===== src/rtl/regfile_write_sequencer_if.sv =====
// Write-request handshake between write-back and the sequencer.
// master drives valid/addr/data; slave returns wr_ready.
interface regfile_write_sequencer_if #(
  parameter int WIDTH = 32
);
  logic             wr_valid;
  logic             wr_ready;
  logic [2:0]       wr_addr;
  logic [WIDTH-1:0] wr_data;

  modport master (
    output wr_valid,
    output wr_addr,
    output wr_data,
    input  wr_ready
  );

  modport slave (
    input  wr_valid,
    input  wr_addr,
    input  wr_data,
    output wr_ready
  );
endinterface


===== src/rtl/regfile_write_sequencer.sv =====
// Buffers write requests and issues them one per clock to the 8x32 regfile.
// Ports: Clk, Rst_n, wr (request if), Dout/RE/BE to regfile, pending, busy.
// Option: WB_BYPASS_EN lets a request reach the outputs with zero latency.
module regfile_write_sequencer #(
  parameter int DEPTH   = 4,
  parameter int WIDTH   = 32,
  parameter int ZERO_R0 = 1
) (
  input  logic                         Clk,
  input  logic                         Rst_n,
  regfile_write_sequencer_if.slave     wr,
  output logic [WIDTH-1:0]             Dout,
  output logic [7:0]                   RE,
  output logic                         BE,
  output logic [4:0]                   pending,
  output logic                         busy
);

  localparam int AW = $clog2(DEPTH);
  localparam logic [4:0] FULL = 5'(DEPTH);

  logic [2:0]       addr_mem [DEPTH];
  logic [WIDTH-1:0] data_mem [DEPTH];

  logic [AW-1:0]    wp_q, wp_d;
  logic [AW-1:0]    rp_q, rp_d;
  logic [4:0]       cnt_q, cnt_d;
  logic             rdy_q, rdy_d;
  logic [WIDTH-1:0] dout_q, dout_d;
  logic [7:0]       re_q, re_d;
  logic             be_q, be_d;

  logic             push, pop, byp, enq, go, kill;
  logic [2:0]       iss_addr;
  logic [WIDTH-1:0] iss_data;

  always_comb begin
    push = wr.wr_valid && rdy_q;
    pop  = (cnt_q != 5'd0);
`ifdef WB_BYPASS_EN
    // Only an empty queue may be bypassed: a queued entry owns
    // the output registers on its pop edge, and order must hold.
    byp  = push && (cnt_q == 5'd0);
`else
    byp  = 1'b0;
`endif
    enq  = push && !byp;

    cnt_d = cnt_q + 5'(enq) - 5'(pop);
    wp_d  = enq ? wp_q + 1'b1 : wp_q;
    rp_d  = pop ? rp_q + 1'b1 : rp_q;
    rdy_d = (cnt_d != FULL);

    iss_addr = wr.wr_addr;
    iss_data = wr.wr_data;
    if (pop) begin
      iss_addr = addr_mem[rp_q];
      iss_data = data_mem[rp_q];
    end
    go   = pop || byp;
    // R0 writes still pop and move Dout but strobe nothing.
    kill = (ZERO_R0 != 0) && (iss_addr == 3'd0);

    dout_d = go ? iss_data : dout_q;
    be_d   = go && !kill;
    re_d   = be_d ? (8'b1 << iss_addr) : 8'b0;
  end

  always_ff @(posedge Clk) begin
    if (enq) begin
      addr_mem[wp_q] <= wr.wr_addr;
      data_mem[wp_q] <= wr.wr_data;
    end
  end

  always_ff @(posedge Clk or negedge Rst_n) begin
    if (!Rst_n) begin
      wp_q   <= '0;
      rp_q   <= '0;
      cnt_q  <= '0;
      rdy_q  <= 1'b0;
      dout_q <= '0;
      re_q   <= '0;
      be_q   <= 1'b0;
    end else begin
      wp_q   <= wp_d;
      rp_q   <= rp_d;
      cnt_q  <= cnt_d;
      rdy_q  <= rdy_d;
      dout_q <= dout_d;
      re_q   <= re_d;
      be_q   <= be_d;
    end
  end

  assign wr.wr_ready = rdy_q;
  assign Dout        = dout_q;
  assign RE          = re_q;
  assign BE          = be_q;
  assign pending     = cnt_q;
  assign busy        = (cnt_q != 5'd0) || be_q;

endmodule


===== src/flat_wrapper.sv =====
// flat-port wrapper written by rule: the top's interface ports become plain ports
module regfile_write_sequencer_flat 
#(
  parameter int DEPTH   = 4,
  parameter int WIDTH   = 32,
  parameter int ZERO_R0 = 1
)
  (Clk, Rst_n, Dout, RE, BE, pending, busy, wr_wr_valid, wr_wr_addr, wr_wr_data, wr_wr_ready);
  regfile_write_sequencer_if #(.WIDTH(WIDTH)) wr_i ();
  input  logic Clk;
  input  logic Rst_n;
  output logic [WIDTH-1:0] Dout;
  output logic [7:0] RE;
  output logic BE;
  output logic [4:0] pending;
  output logic busy;
  input wire logic [$bits(wr_i.wr_valid)-1:0] wr_wr_valid;
  input wire logic [$bits(wr_i.wr_addr)-1:0] wr_wr_addr;
  input wire logic [$bits(wr_i.wr_data)-1:0] wr_wr_data;
  output wire logic [$bits(wr_i.wr_ready)-1:0] wr_wr_ready;
  assign wr_i.wr_valid = wr_wr_valid;
  assign wr_i.wr_addr = wr_wr_addr;
  assign wr_i.wr_data = wr_wr_data;
  assign wr_wr_ready = wr_i.wr_ready;
  regfile_write_sequencer #(.DEPTH(DEPTH), .WIDTH(WIDTH), .ZERO_R0(ZERO_R0)) u_core (.Clk(Clk), .Rst_n(Rst_n), .wr(wr_i), .Dout(Dout), .RE(RE), .BE(BE), .pending(pending), .busy(busy));
endmodule

===== config.mk =====
export PLATFORM = sky130hd
export DESIGN_NAME = regfile_write_sequencer_flat
export DESIGN_NICKNAME = d
export VERILOG_FILES = /design/src/rtl/regfile_write_sequencer_if.sv /design/src/rtl/regfile_write_sequencer.sv /design/src/flat_wrapper.sv
export SDC_FILE = /design/constraint.sdc
export NUM_CORES = 1
export LEC_CHECK = 0
export ABC_CLOCK_PERIOD_IN_PS = 7700
export CORE_MARGIN = 1
export CORE_UTILIZATION = 26
export DETAILED_ROUTE_END_ITERATION = 8
export GPL_TIMING_DRIVEN = 0
export MAX_ROUTING_LAYER = met4
export PLACE_DENSITY = 0.49
export SETUP_SLACK_MARGIN = 0.2
export SLEW_MARGIN = 20
export SYNTH_ARGS = -nofsm -noshare
export SYNTH_HDL_FRONTEND = slang
export SYNTH_SLANG_ARGS = --single-unit

===== constraint.sdc =====
create_clock -name Clk -period 7.7 [get_ports Clk]
set_clock_uncertainty 0.2 [all_clocks]
set_input_delay 0.77 -clock Clk [delete_from_list [all_inputs] [get_ports Clk]]
set_output_delay 0.77 -clock Clk [all_outputs]
set_load 0.005 [all_outputs]

==> flow_summary.ini, run 1 <==
[global_routing]
grt_pass1_wl_um = 22900
gr-total-overflow = 0
grt_start_max_net_pins = 52
grt_util_all_layers = 0.114
antenna_found_initial = 2
grt_pass1_vias = 4007

[clocking]
cts_sinks = 191
tritoncts = built
clk_pin_slew_ns = 0.07
cts_setup_buffers = 0
htreeDepth = 4
cts-buffers-inserted = 17
cts_resized = 0
cts-root-buf = clkbuf_16
cts.path.max_buffers = 2
clk_latency_ns = 0.42
hold_buffers = 0

[synthesis]
synth-edff-count = 140
ys_types = 26
synth_top_family_by_area = multiplexers
synthMostInstantiatedCell = edfxtp_1
ys_seq_elements = 191
synth-compound-area-share = 0.00421
ys.flop_type = edfxtp_1
synth.area.top_cells = edfxtp_1 (59%), dfrtp_1 (18%), mux4_2 (11%)
ys_seq_area_frac = 0.768
synth-async-reset-ratio = 0.267
syn-num-nets = 446
yosys.area_share.simple = 0.0710
synth_area_sq_um = 7140
netlist_instances = 397
synth_fa_ha_area_frac = 0.0203
synthXorXnorAreaFrac = 0.00859
synth_common_cells = edfxtp_1 (140), nand2_1 (102), dfrtp_1 (51), mux4_2 (34)
avgSynthCellArea_sq_um = 18.0
synth_mux_area_frac = 0.111
synth.top_cell.area_share = 0.589
yosys.area.top_type = edfxtp_1
ys_warn_count = 0

[drt]
drc = 0
wl_per_cell_um = 16.6
wl_um = 14300
num_vias = 3567
postRouteAntennaNets = 0
vias_per_cell = 4.14
dr.pass1.iters = 4
drt_iter0_markers = 154

[finish]
nets = 554
final_area_sq_um = 9080
seq_area_sq_um = 5480
layout-drive-gt1-share = 0.172
fillers = 2556
fin_util = 0.337
multi_input_area_sq_um = 1540
synthToLayoutAreaGrowth_pct = 27.2
fin_cells = 861

[placement]
dpl_cell_area_sq_um = 8500
portBuffers = 85
pre_cts_slack_ns = 3.76
dpl.cell_count = 827
place_hpwl_um = 9540
gp_congestion = 0.685

[floorplan]
dieArea_sq_um = 28100
die_w_um = 168
io_pins = 86
fp.dieH_um = 168
rows = 60
core-area_sq_um = 27000
start_util = 0.265

[power]
p_int_mw = 2.45
switching_power_mw = 1.04
clkPwrFrac = 0.242
finalPower_mw = 3.49
power_frac_comb = 0.321
power_density_nw_per_um2 = 384
ir_drop_mv = 0.143
power_frac_seq = 0.438
p_sw_frac = 0.299
leakage_nw = 3.33

[sta]
holdWs_ns = 0.201
slew_viol_final = 0
finalHoldViolCount = 0
final.setup.tns_ns = 0
worstMarginPinSlew_ns = 0.854
fmax_mhz = 257
min_period_ns = 3.90
grt_setup_unrepaired = no
fin_crit_sh = 0.506
setup_ws_ns = 3.80
setup_viol = 0
slew_headroom = 0.428

[setup_path]
startpoint_type = register
crit_fanout = 10
ff2ff_setup_slack_ns = 3.80
path_class = register to register
arrival_ns = 3.99
crit_required_ns = 7.80
endpoint_kind = register

[job]
drv_cap = 0

[hold_path]
hold_path_class = input port to asynchronous set/reset pin

[outcome]
outcome = complete, no violations
[registers in the layout, summed over array words and instances, names as in the netlist]
signal,count
u_core.wr.wr_ready,1
u_core.addr_mem,12
u_core.rp_q,2
u_core.pending,5
u_core.BE,1
u_core.RE,8
u_core.data_mem,128
u_core.wp_q,2
u_core.Dout,32
[layer usage]
| metal | global-route usage | wire length [um] |
|---|---|---|
| met4 | 0.0351 | 198 |
| met1 | 0.134 | 6350 |
| met3 | 0.0355 | 587 |
| met2 | 0.187 | 7130 |
| met5 | - | 0 |
[worst max-delay path, cell delays in order, from the launching register on]
cell and delay (ns):
dfrtp_1 0.41, inv_1 0.09, ha_1 0.15, nor4b_4 0.70, inv_2 0.26, buf_2 0.27
ha_1 0.29, inv_1 0.03, ha_1 0.20, fa_1 0.42, a21oi_1 0.15, o21bai_1 0.09
xnor2_1 0.14, or3_1 0.37
[final timing paths]
kind,start,to,cells past startpoint
max in group asynchronous,Rst_n,u_core.Dout[18],1
max reg2reg,u_core.pending[3],u_core.wr.wr_ready,13
min reg2reg,u_core.Dout[23],u_core.Dout[23],2
max,u_core.pending[3],u_core.wr.wr_ready,13
min,Rst_n,u_core.pending[3],1
min in group Clk,u_core.Dout[23],u_core.Dout[23],2
[cell type report]
cell class | count | area share
Buffer | 14 | 0.00896
Timing Repair Buffer | 89 | 0.102
Antenna cell | 2 | 0.000551
Multi-Input combinational cell | 182 | 0.170
Tap cell | 341 | 0.0470
Clock buffer | 17 | 0.0469
Inverter | 10 | 0.00413
Clock inverter | 15 | 0.0167
Sequential cell | 191 | 0.604
[layout by cell type (no fill, tap or decap)]
cell type / count
inv_2: 1
clkinv_4: 2
o21bai_1: 1
buf_6: 1
diode_2: 2
nor2_1: 10
xnor2_1: 4
inv_1: 9
buf_12: 4
edfxtp_1: 140
dfrtp_1: 51
fa_1: 1
clkinvlp_4: 2
clkdlybuf4s50_1: 84
nand2_1: 102
xor2_1: 3
buf_2: 8
a21o_1: 1
a21oi_1: 2
mux4_2: 34
inv_8: 3
clkbuf_1: 2
clkinv_2: 2
buf_4: 4
nand2b_1: 3
mux4_1: 1
or3_1: 1
and3_2: 4
ha_1: 10
clkinv_8: 3
nor4b_4: 1
inv_6: 3
or2_1: 2
clkbuf_16: 17
o21ai_0: 1
conb_1: 1
[power groups by stage]
stage	combinational (mW)	clock, mW	sequential (mW)
6_report	1.12	0.843	1.53
5_1_grt	1.25	0.908	1.56
4_1_cts	1.16	0.871	1.53
3_5_place_dp	1.16	0	1.55
3_3_place_gp	1.11	0	1.55
2_1_floorplan	0.638	0	1.54
[kinds of logic after synthesis]
logic type                 Yosys count
DFF                                191
and+or+nand+nor                    123
muxes                               35
buffers and inverters               24
adders and majority gates           11
xor gates and xnor gates             7
AOI/OAI and AO/OA                    5
other                                1
Power figures use the tool's default switching activity.
==> run 2, diff against run 1 <==
ABC_CLOCK_PERIOD_IN_PS = 4050   (was 7700)
clock period = 4.05 ns   (was 7.7 ns; I/O delays follow)
==> flow_summary.ini, run 2 (synthesized netlist as in run 1, its figures left out) <==
[setup_path]
r2r_cells = 14
ff2ff_setup_slack_ns = 0.71
crit_fanout = 10
endpoint_kind = register
startpoint_type = register
arrival_ns = 3.44
crit_required_ns = 4.15
path_class = register to register

[global_routing]
busiest_layer = met2
use_met2 = 0.188
grtUsageMet1 = 0.136
grt_pass1_wl_um = 23000
grt_start_max_net_pins = 52
antenna_found_initial = 2
grt_util_all_layers = 0.115
use_met3 = 0.0352
grt_pass1_vias = 4014
gr-total-overflow = 0

[drt]
wl_per_cell_um = 16.6
wl_um = 14400
vias_per_cell = 4.17
num_vias = 3603
dr.pass1.iters = 4
drc = 0
drt_iter0_markers = 167
postRouteAntennaNets = 0

[sta]
fmax_mhz = 299
grt_setup_unrepaired = no
slew_headroom = 0.478
holdWs_ns = 0.266
worstMarginPinSlew_ns = 0.783
final.setup.tns_ns = 0
fin_crit_sh = 0.825
finalHoldViolCount = 0
setup_viol = 0
slew_viol_final = 0
min_period_ns = 3.34

[floorplan]
rows = 60
start_util = 0.265
fp.dieH_um = 168
dieArea_sq_um = 28100
die_w_um = 168
io_pins = 86
core-area_sq_um = 27000

[finish]
synthToLayoutAreaGrowth_pct = 27.6
largest-register = u_core.data_mem
fillers = 2554
nets = 557
layout-drive-gt1-share = 0.175
final_cell_mix = edfxtp_1 (140), nand2_1 (102), clkdlybuf4s50_1 (84)
final_common_cell = edfxtp_1
largest_reg_flops = 128

[hold_path]
hold_path_class = register to register
min_delay_path_depth = 2

[clocking]
htreeDepth = 4
cts_sinks = 191
cts_resized = 0
cts.path.max_buffers = 2
cts-buffers-inserted = 17
clk_pin_slew_ns = 0.07
clk_latency_ns = 0.42
cts-root-buf = clkbuf_16
tritoncts = built

[placement]
portBuffers = 85
place_hpwl_um = 9540
gp_congestion = 0.685

[power]
leakage_nw = 3.34
ir_drop_mv = 0.271
power_density_nw_per_um2 = 729

[job]
drv_cap = 0

[outcome]
outcome = complete, no violations
==> run 2: cell count changes in the layout (fill, tap and decap cells not counted), sizes merged <==
cell	delta
buf	+2
dlygate4sd3	+1
==> run 2: worst paths after layout <==
check | from | end
worst max-delay path | u_core.pending[3] | u_core.wr.wr_ready
worst min-delay path | u_core.Dout[23] | u_core.Dout[23]
worst max register to register | u_core.pending[3] | u_core.wr.wr_ready
worst min register to register | u_core.Dout[23] | u_core.Dout[23]
max in group asynchronous | Rst_n | u_core.Dout[18]
min in group asynchronous | Rst_n | u_core.pending[3]
==> run 2: through the flow <==
step           instances  area (sq um)  worst slack, ns   util  total power, mW
2_1_floorplan        397          7140            0.884      -             4.15
3_3_place_gp         823          8420            0.152  0.312             5.06
3_5_place_dp         827          8500            0.108  0.315             5.15
4_1_cts              862          9100            0.677  0.338             6.78
5_1_grt              864          9100            0.514  0.338             7.08
6_report             864          9100            0.709  0.338             6.64
==> run 2: final cells by class <==
class                   instances  area, sq um  area share
multi-input cells             182         1540       0.170
flip-flops and latches        191         5480       0.602
clock buffers                  17          425      0.0467
inverters                      10         37.5     0.00412
clock inverters                15          151      0.0166
well taps                     341          427      0.0469
plain buffers                  14         81.3     0.00893
repair buffers                 92          953       0.105
diodes                          2         5.00    0.000550
==> run 2: critical path: stages, from the launching register on <==
cell      delay (ns)
dfrtp_1         0.41
inv_1           0.09
ha_1            0.15
nor4b_4         0.18
buf_4           0.18
inv_2           0.11
buf_2           0.21
ha_1            0.29
inv_1           0.03
ha_1            0.20
fa_1            0.42
a21oi_1         0.15
o21bai_1        0.09
xnor2_1         0.14
or3_1           0.37
==> run 2: per-layer routing <==
metal / part of all wire / routed length, um / up-vias
met4: 0.014 / 196 / 0
met5: 0 / 0 / -
met2: 0.50 / 7220 / 75
met3: 0.043 / 611 / 13
met1: 0.44 / 6350 / 1834
li1: - / - / 1681
==> run 2: repair_timing <==
action                                 4_1_cts  5_1_grt
setup endpoints to repair                    1        0
hold buffers                                 1        0
setup buffers                                2        0
endpoints found under the hold margin       51        0
==> run 2: report_power, final <==
part	leakage (nW)	internal, mW	switching [mW]
clock network	0.278	0.819	0.781
logic	1.17	1.14	0.994
registers	1.89	2.70	0.205
total	3.34	4.66	1.98
